**src/rtl/fpu_wb_queue.sv**
```systemverilog
// FPU result queue feeding the FP register-file write port (valid/ready, FIFO order).
// Define FPU_WB_BYPASS_EN for a zero-latency path when the queue is empty.
module fpu_wb_queue #(
  parameter int DEPTH  = 4,
  parameter int DATA_W = 32,
  parameter int TAG_W  = 6
) (
  input  logic                       clk,
  input  logic                       rstn,
  input  logic                       flush,
  input  logic                       in_valid,
  output logic                       in_ready,
  input  logic [DATA_W-1:0]          in_data,
  input  logic [TAG_W-1:0]           in_tag,
  output logic                       out_valid,
  input  logic                       out_ready,
  output logic [DATA_W-1:0]          out_data,
  output logic [TAG_W-1:0]           out_tag,
  output logic [$clog2(DEPTH):0]     count
);

  localparam int PW = $clog2(DEPTH);
  localparam int CW = PW + 1;

  logic [DATA_W-1:0] data_q [DEPTH];
  logic [DATA_W-1:0] data_d [DEPTH];
  logic [TAG_W-1:0]  tag_q  [DEPTH];
  logic [TAG_W-1:0]  tag_d  [DEPTH];
  logic [PW-1:0]     wr_ptr_q, wr_ptr_d;
  logic [PW-1:0]     rd_ptr_q, rd_ptr_d;
  logic [CW-1:0]     count_q, count_d;

  logic push, pop, byp, wr_en, rd_en;

  assign in_ready = (count_q != CW'(DEPTH));
  assign count    = count_q;

`ifdef FPU_WB_BYPASS_EN
  assign byp = (count_q == '0) & in_valid
             & out_ready & ~flush;
  assign out_valid = ~flush
                   & ((count_q != '0) | byp);
  assign out_data = byp ? in_data
                        : data_q[rd_ptr_q];
  assign out_tag  = byp ? in_tag
                        : tag_q[rd_ptr_q];
`else
  assign byp       = 1'b0;
  assign out_valid = (count_q != '0);
  assign out_data  = data_q[rd_ptr_q];
  assign out_tag   = tag_q[rd_ptr_q];
`endif

  assign push = in_valid & in_ready;
  assign pop  = out_valid & out_ready;
  // A bypassed entry goes straight through: no write, no read.
  assign wr_en = push & ~byp;
  assign rd_en = pop & ~byp;

  always_comb begin
    data_d   = data_q;
    tag_d    = tag_q;
    wr_ptr_d = wr_ptr_q;
    rd_ptr_d = rd_ptr_q;
    count_d  = count_q;
    if (flush) begin
      wr_ptr_d = '0;
      rd_ptr_d = '0;
      count_d  = '0;
    end else begin
      if (wr_en) begin
        data_d[wr_ptr_q] = in_data;
        tag_d[wr_ptr_q]  = in_tag;
        wr_ptr_d = wr_ptr_q + PW'(1);
      end
      if (rd_en) begin
        rd_ptr_d = rd_ptr_q + PW'(1);
      end
      unique case ({wr_en, rd_en})
        2'b10:   count_d = count_q + CW'(1);
        2'b01:   count_d = count_q - CW'(1);
        default: count_d = count_q;
      endcase
    end
  end

  always_ff @(posedge clk) begin
    if (!rstn) begin
      for (int i = 0; i < DEPTH; i++) begin
        data_q[i] <= '0;
        tag_q[i]  <= '0;
      end
      wr_ptr_q <= '0;
      rd_ptr_q <= '0;
      count_q  <= '0;
    end else begin
      data_q   <= data_d;
      tag_q    <= tag_d;
      wr_ptr_q <= wr_ptr_d;
      rd_ptr_q <= rd_ptr_d;
      count_q  <= count_d;
    end
  end

endmodule
```
**config.mk**
```make
export PLATFORM = sky130hd
export DESIGN_NAME = fpu_wb_queue
export DESIGN_NICKNAME = d
export VERILOG_FILES = /design/src/rtl/fpu_wb_queue.sv
export SDC_FILE = /design/constraint.sdc
export NUM_CORES = 1
export LEC_CHECK = 0
export ABC_AREA = 1
export CORE_ASPECT_RATIO = 1.5
export CORE_MARGIN = 2
export CORE_UTILIZATION = 45
export CTS_CLUSTER_DIAMETER = 40
export DETAILED_ROUTE_END_ITERATION = 6
export HOLD_SLACK_MARGIN = 0.08
export PLACE_DENSITY = 0.69
export SLEW_MARGIN = 5
export SYNTH_ARGS = -nofsm -noshare
export SYNTH_HDL_FRONTEND = slang
export SYNTH_SLANG_ARGS = --single-unit
```
**constraint.sdc**
```tcl
create_clock -name clk -period 1.82 [get_ports clk]
set_clock_uncertainty 0.05 [all_clocks]
set_input_delay 0.546 -clock clk [delete_from_list [all_inputs] [get_ports clk]]
set_output_delay 0.546 -clock clk [all_outputs]
set_load 0.05 [all_outputs]
```
==> results.sh, run 1 <==
export IMPL_clock_tree_root_cell="clkbuf_16"
export IMPL_die_area_mm2=0.0181
export IMPL_cp_cell_sequence="clkinv_8 -> buf_12 -> bufbuf_16 -> a21oi_2 -> a21oi_4 -> buf_12"
export IMPL_setup_viol_count_final=40
export IMPL_path_clk_slew_ns=0.06
export IMPL_post_synth_cell_area_avg_um2=6.20
export IMPL_critPathMaxStageDelay_ns=0.38
export IMPL_syn_instance_count=1233
export IMPL_groute_layer_met1_usage_pct=25.8
export IMPL_tightestPinTransition_ns=0.284
export IMPL_core_area_mm2=0.0167
export IMPL_power_per_cell_area_mw_per_mm2=806
export IMPL_post_synth_top_area_cell="dfxtp_1"
export IMPL_grt_pass1_vias=7221
export IMPL_timing_critical_path_required_ns=1.22
export IMPL_synth_cells_most_frequent="nand2_1 (351), nor2_1 (306), inv_1 (164), dfxtp_1 (159), a21oi_1 (121)"
export IMPL_totalWireLength_mm=20.9
export IMPL_dieHeight_um=164
export IMPL_diode_insertion_count_for_antenna_repair=0
export IMPL_die_x_um=110
export IMPL_final_core_utilization_pct=68.7
export IMPL_synth_most_common_cell="nand2_1"
export IMPL_detail_route_vias_per_cell=4.82
export IMPL_cap_violations=0
export IMPL_drt_antenna_violating_nets=0
export IMPL_worst_slack_ns=-0.490
export IMPL_yosys_area_top_type_share_pct=41.6
export IMPL_tritoncts="done"
export IMPL_worst_endpoint_arrival_ns=1.71
export IMPL_yosysWarningCount=0
export IMPL_synth_top_flop_cell="dfxtp_1"
export IMPL_gpl_final_weighted_congestion=0.771
export IMPL_start_util_pct=45.8
export IMPL_total_leakage_power_nw=5.54
export IMPL_worstPathBufferInverterCount=4
export IMPL_ir_worst_vdd_v=0.000552
export IMPL_gr_busiest_metal="met2"
export IMPL_wl_per_cell_um=13.4
export IMPL_drc_errors=0
export IMPL_pin_count_of_the_biggest_net_entering_global_routing=47
export IMPL_core_rowCount=58
export IMPL_io_pins=86
export IMPL_groute_layer_met3_usage_pct=4.34
export IMPL_met2_resource_use_gr_pct=43.1
export IMPL_min_tclk_post_route_ns=2.31
export IMPL_period_share_pct=127
export IMPL_grt_antenna_before_repair=0
export IMPL_design_final_nets=1387
export IMPL_crit_family="buffers and inverters"
export IMPL_ys_ff_latch=159
export IMPL_vias=7529
export IMPL_power_share_clock_pct=43.1
export IMPL_detail_route_first_pass_iterations=5
export IMPL_clock_insertion_delay_worst_skew_ns=0.42
export IMPL_dp_hpwl_mm=12.1
export IMPL_timing_slew_headroom_pct=81.0
export IMPL_drt_first_iter_violations=300
export IMPL_power_net_switching_mw=2.48
export IMPL_final_max_slew_viol_count=0
export IMPL_gr_ovfl_total=0
export IMPL_fraction_of_power_consumed_by_combinational_cells_pct=17.3
export IMPL_crit_path_end_kind="output pin"
export IMPL_setup_worst_path_start_class="register"
export IMPL_level_count_of_the_clock_h_tree=4
export IMPL_timing_critical_path_slowest_stage_cell="dfxtp_4"
export IMPL_class_of_the_tightest_hold_or_removal_check="in -> reg"
export IMPL_postSynth_asyncResetShare_pct=0
export IMPL_ys_top_cells_by_area="dfxtp_1 (42%), nand2_1 (17%), nor2_1 (15%), inv_1 (8.1%), a21oi_1 (7.9%)"
export IMPL_p_sw_share_pct=26.9
export IMPL_area_delta_synth_final_pct=50.1
export IMPL_seq_area_frac_synth_pct=41.6
export IMPL_globalRouteTotalUtil_pct=23.0
export IMPL_syn_area_mm2=0.00765
export IMPL_grt_pass1_wl_mm=34.1
export IMPL_io_buffer_count=85
export IMPL_path_common_cell="buf_12"
export IMPL_outcome="complete, but fails checks"
export IMPL_internal_power_mw=6.77
export IMPL_critPathKind="reg -> out"
export IMPL_power_sequential_fraction_pct=39.5
export IMPL_postSynthNetCount=1282
export IMPL_grt_setup_unrepaired="yes"
export IMPL_distinct_cell_type_count_after_synthesis=18
export IMPL_cts_buffer_depth=2
export IMPL_layout_drive_gt1_share_pct=21.9
export IMPL_path_max_fanout=8
export IMPL_violations_in_the_final_reports="setup timing"
export IMPL_n_fill_cell=1387
export IMPL_number_of_hold_buffers_added_after_cts=0
export IMPL_number_of_flops_mapped_to_enable_cells_by_yosys=0
export IMPL_max_freq_ghz=0.433
export IMPL_cts_inserted_buffers=17
export IMPL_final_hold_violation_count=0
export IMPL_pre_cts_ws_ns=-0.426
export IMPL_clock_sinks=159
routing by layer:
metal | vias up | routed length (um)
met3 | 41 | 879
met4 | 0 | 544
met2 | 177 | 11100
met1 | 3422 | 8370
met5 | - | 0
li1 | 3889 | -
placed cells by master (no fill, tap or decap), types with 2 or more instances in the layout:
cell and n:
a21oi_1 34, a21oi_2 38, a21oi_4 49, buf_12 60, buf_16 3, buf_4 40, buf_6 7, buf_8 3
bufbuf_16 3, bufinv_16 5, clkbuf_16 20, clkdlybuf4s50_1 41, clkinv_4 4, dfxtp_1 154, dfxtp_4 4, ha_1 4
inv_1 160, inv_2 3, inv_6 5, nand2_1 340, nand2_2 8, nand2_4 2, nand2_8 2, nand4_4 4
nor2_1 306, o21ai_0 7, o21ai_1 9, o21ai_2 20, o21ai_4 8
power by group through the flow:
stage / clock network, mW / logic (mW) / registers (mW)
4_1_cts: 4.05 / 1.58 / 3.65
5_1_grt: 4.19 / 1.72 / 3.67
6_report: 3.99 / 1.60 / 3.66
3_5_place_dp: 0 / 1.47 / 3.72
3_3_place_gp: 0 / 1.45 / 3.71
2_1_floorplan: 0 / 0.802 / 3.72
worst paths after layout:
kind                from  slack [ns]            to  depth (start not counted)
min                 rstn        0.45    data_q[14]                          3
max          rd_ptr_q[0]       -0.49  out_data[28]                          6
min reg2reg    tag_q[21]        0.46     tag_q[21]                          4
max reg2reg     count[1]        0.06      count[2]                         11
per-stage QoR:
step / hold slack (ns) / total power, mW / TNS, ns / instance area, um2 / std cells
floorplan: 0.406 / 4.52 / -0.0622 / 8160 / 1233
global placement: 0.447 / 5.17 / -18.54 / 9910 / 1512
detailed placement: 0.449 / 5.19 / -21.19 / 9910 / 1512
CTS: 0.437 / 9.28 / -16.52 / 11200 / 1556
global route: 0.446 / 9.57 / -18.23 / 11500 / 1561
finish: 0.449 / 9.25 / -15.99 / 11500 / 1561
worst register-to-register path, delay by kind of cell (launching register included):
family	cells	cell delay, ns
AO/OA/AOI/OAI	2	0.17
adder cells (fa/ha/maj)	2	0.46
AND/OR/NAND/NOR	5	0.44
buffers and inverters	2	0.16
flip-flops	1	0.36
cell families after synthesis:
family          synth area share (%)
compound gates                  10.8
fa+ha+maj                       1.08
buf+inv                         13.3
flops                           41.6
simple gates                    33.2
cell type report:
cell class	instances	area (um2)	share of cell area, %
inverters	165	637	5.55
multi-input cells	835	4430	38.6
clock buffers	17	425	3.71
well taps	210	263	2.29
flip-flops and latches	159	3200	27.9
clock inverters	15	233	2.03
repair buffers	160	2290	20.0
what timing repair did:
| action | in CTS | in global routing |
|---|---|---|
| gates resized for setup | 134 | 37 |
| setup buffers | 8 | 2 |
| endpoints found under the setup margin | 40 | 42 |
| cloned | 6 | 3 |
| pin swaps | 25 | 9 |
state kept, by name (all words and copies together) (netlist names):
register  cells
tag_q        24
data_q      128
wr_ptr_q      2
count         3
rd_ptr_q      2
Power figures use the tool's default switching activity.
==> inputs of run 2 (changes only) <==
--- a/config.mk
+++ b/config.mk
@@ -13,7 +13,7 @@
 export DETAILED_ROUTE_END_ITERATION = 6
 export HOLD_SLACK_MARGIN = 0.08
 export PLACE_DENSITY = 0.69
-export SLEW_MARGIN = 5
+export SLEW_MARGIN = 20
 export SYNTH_ARGS = -nofsm -noshare
 export SYNTH_HDL_FRONTEND = slang
 export SYNTH_SLANG_ARGS = --single-unit
==> results of run 2 <==
Same layout as run 1: the final DEF is identical, and so are final timing and power.
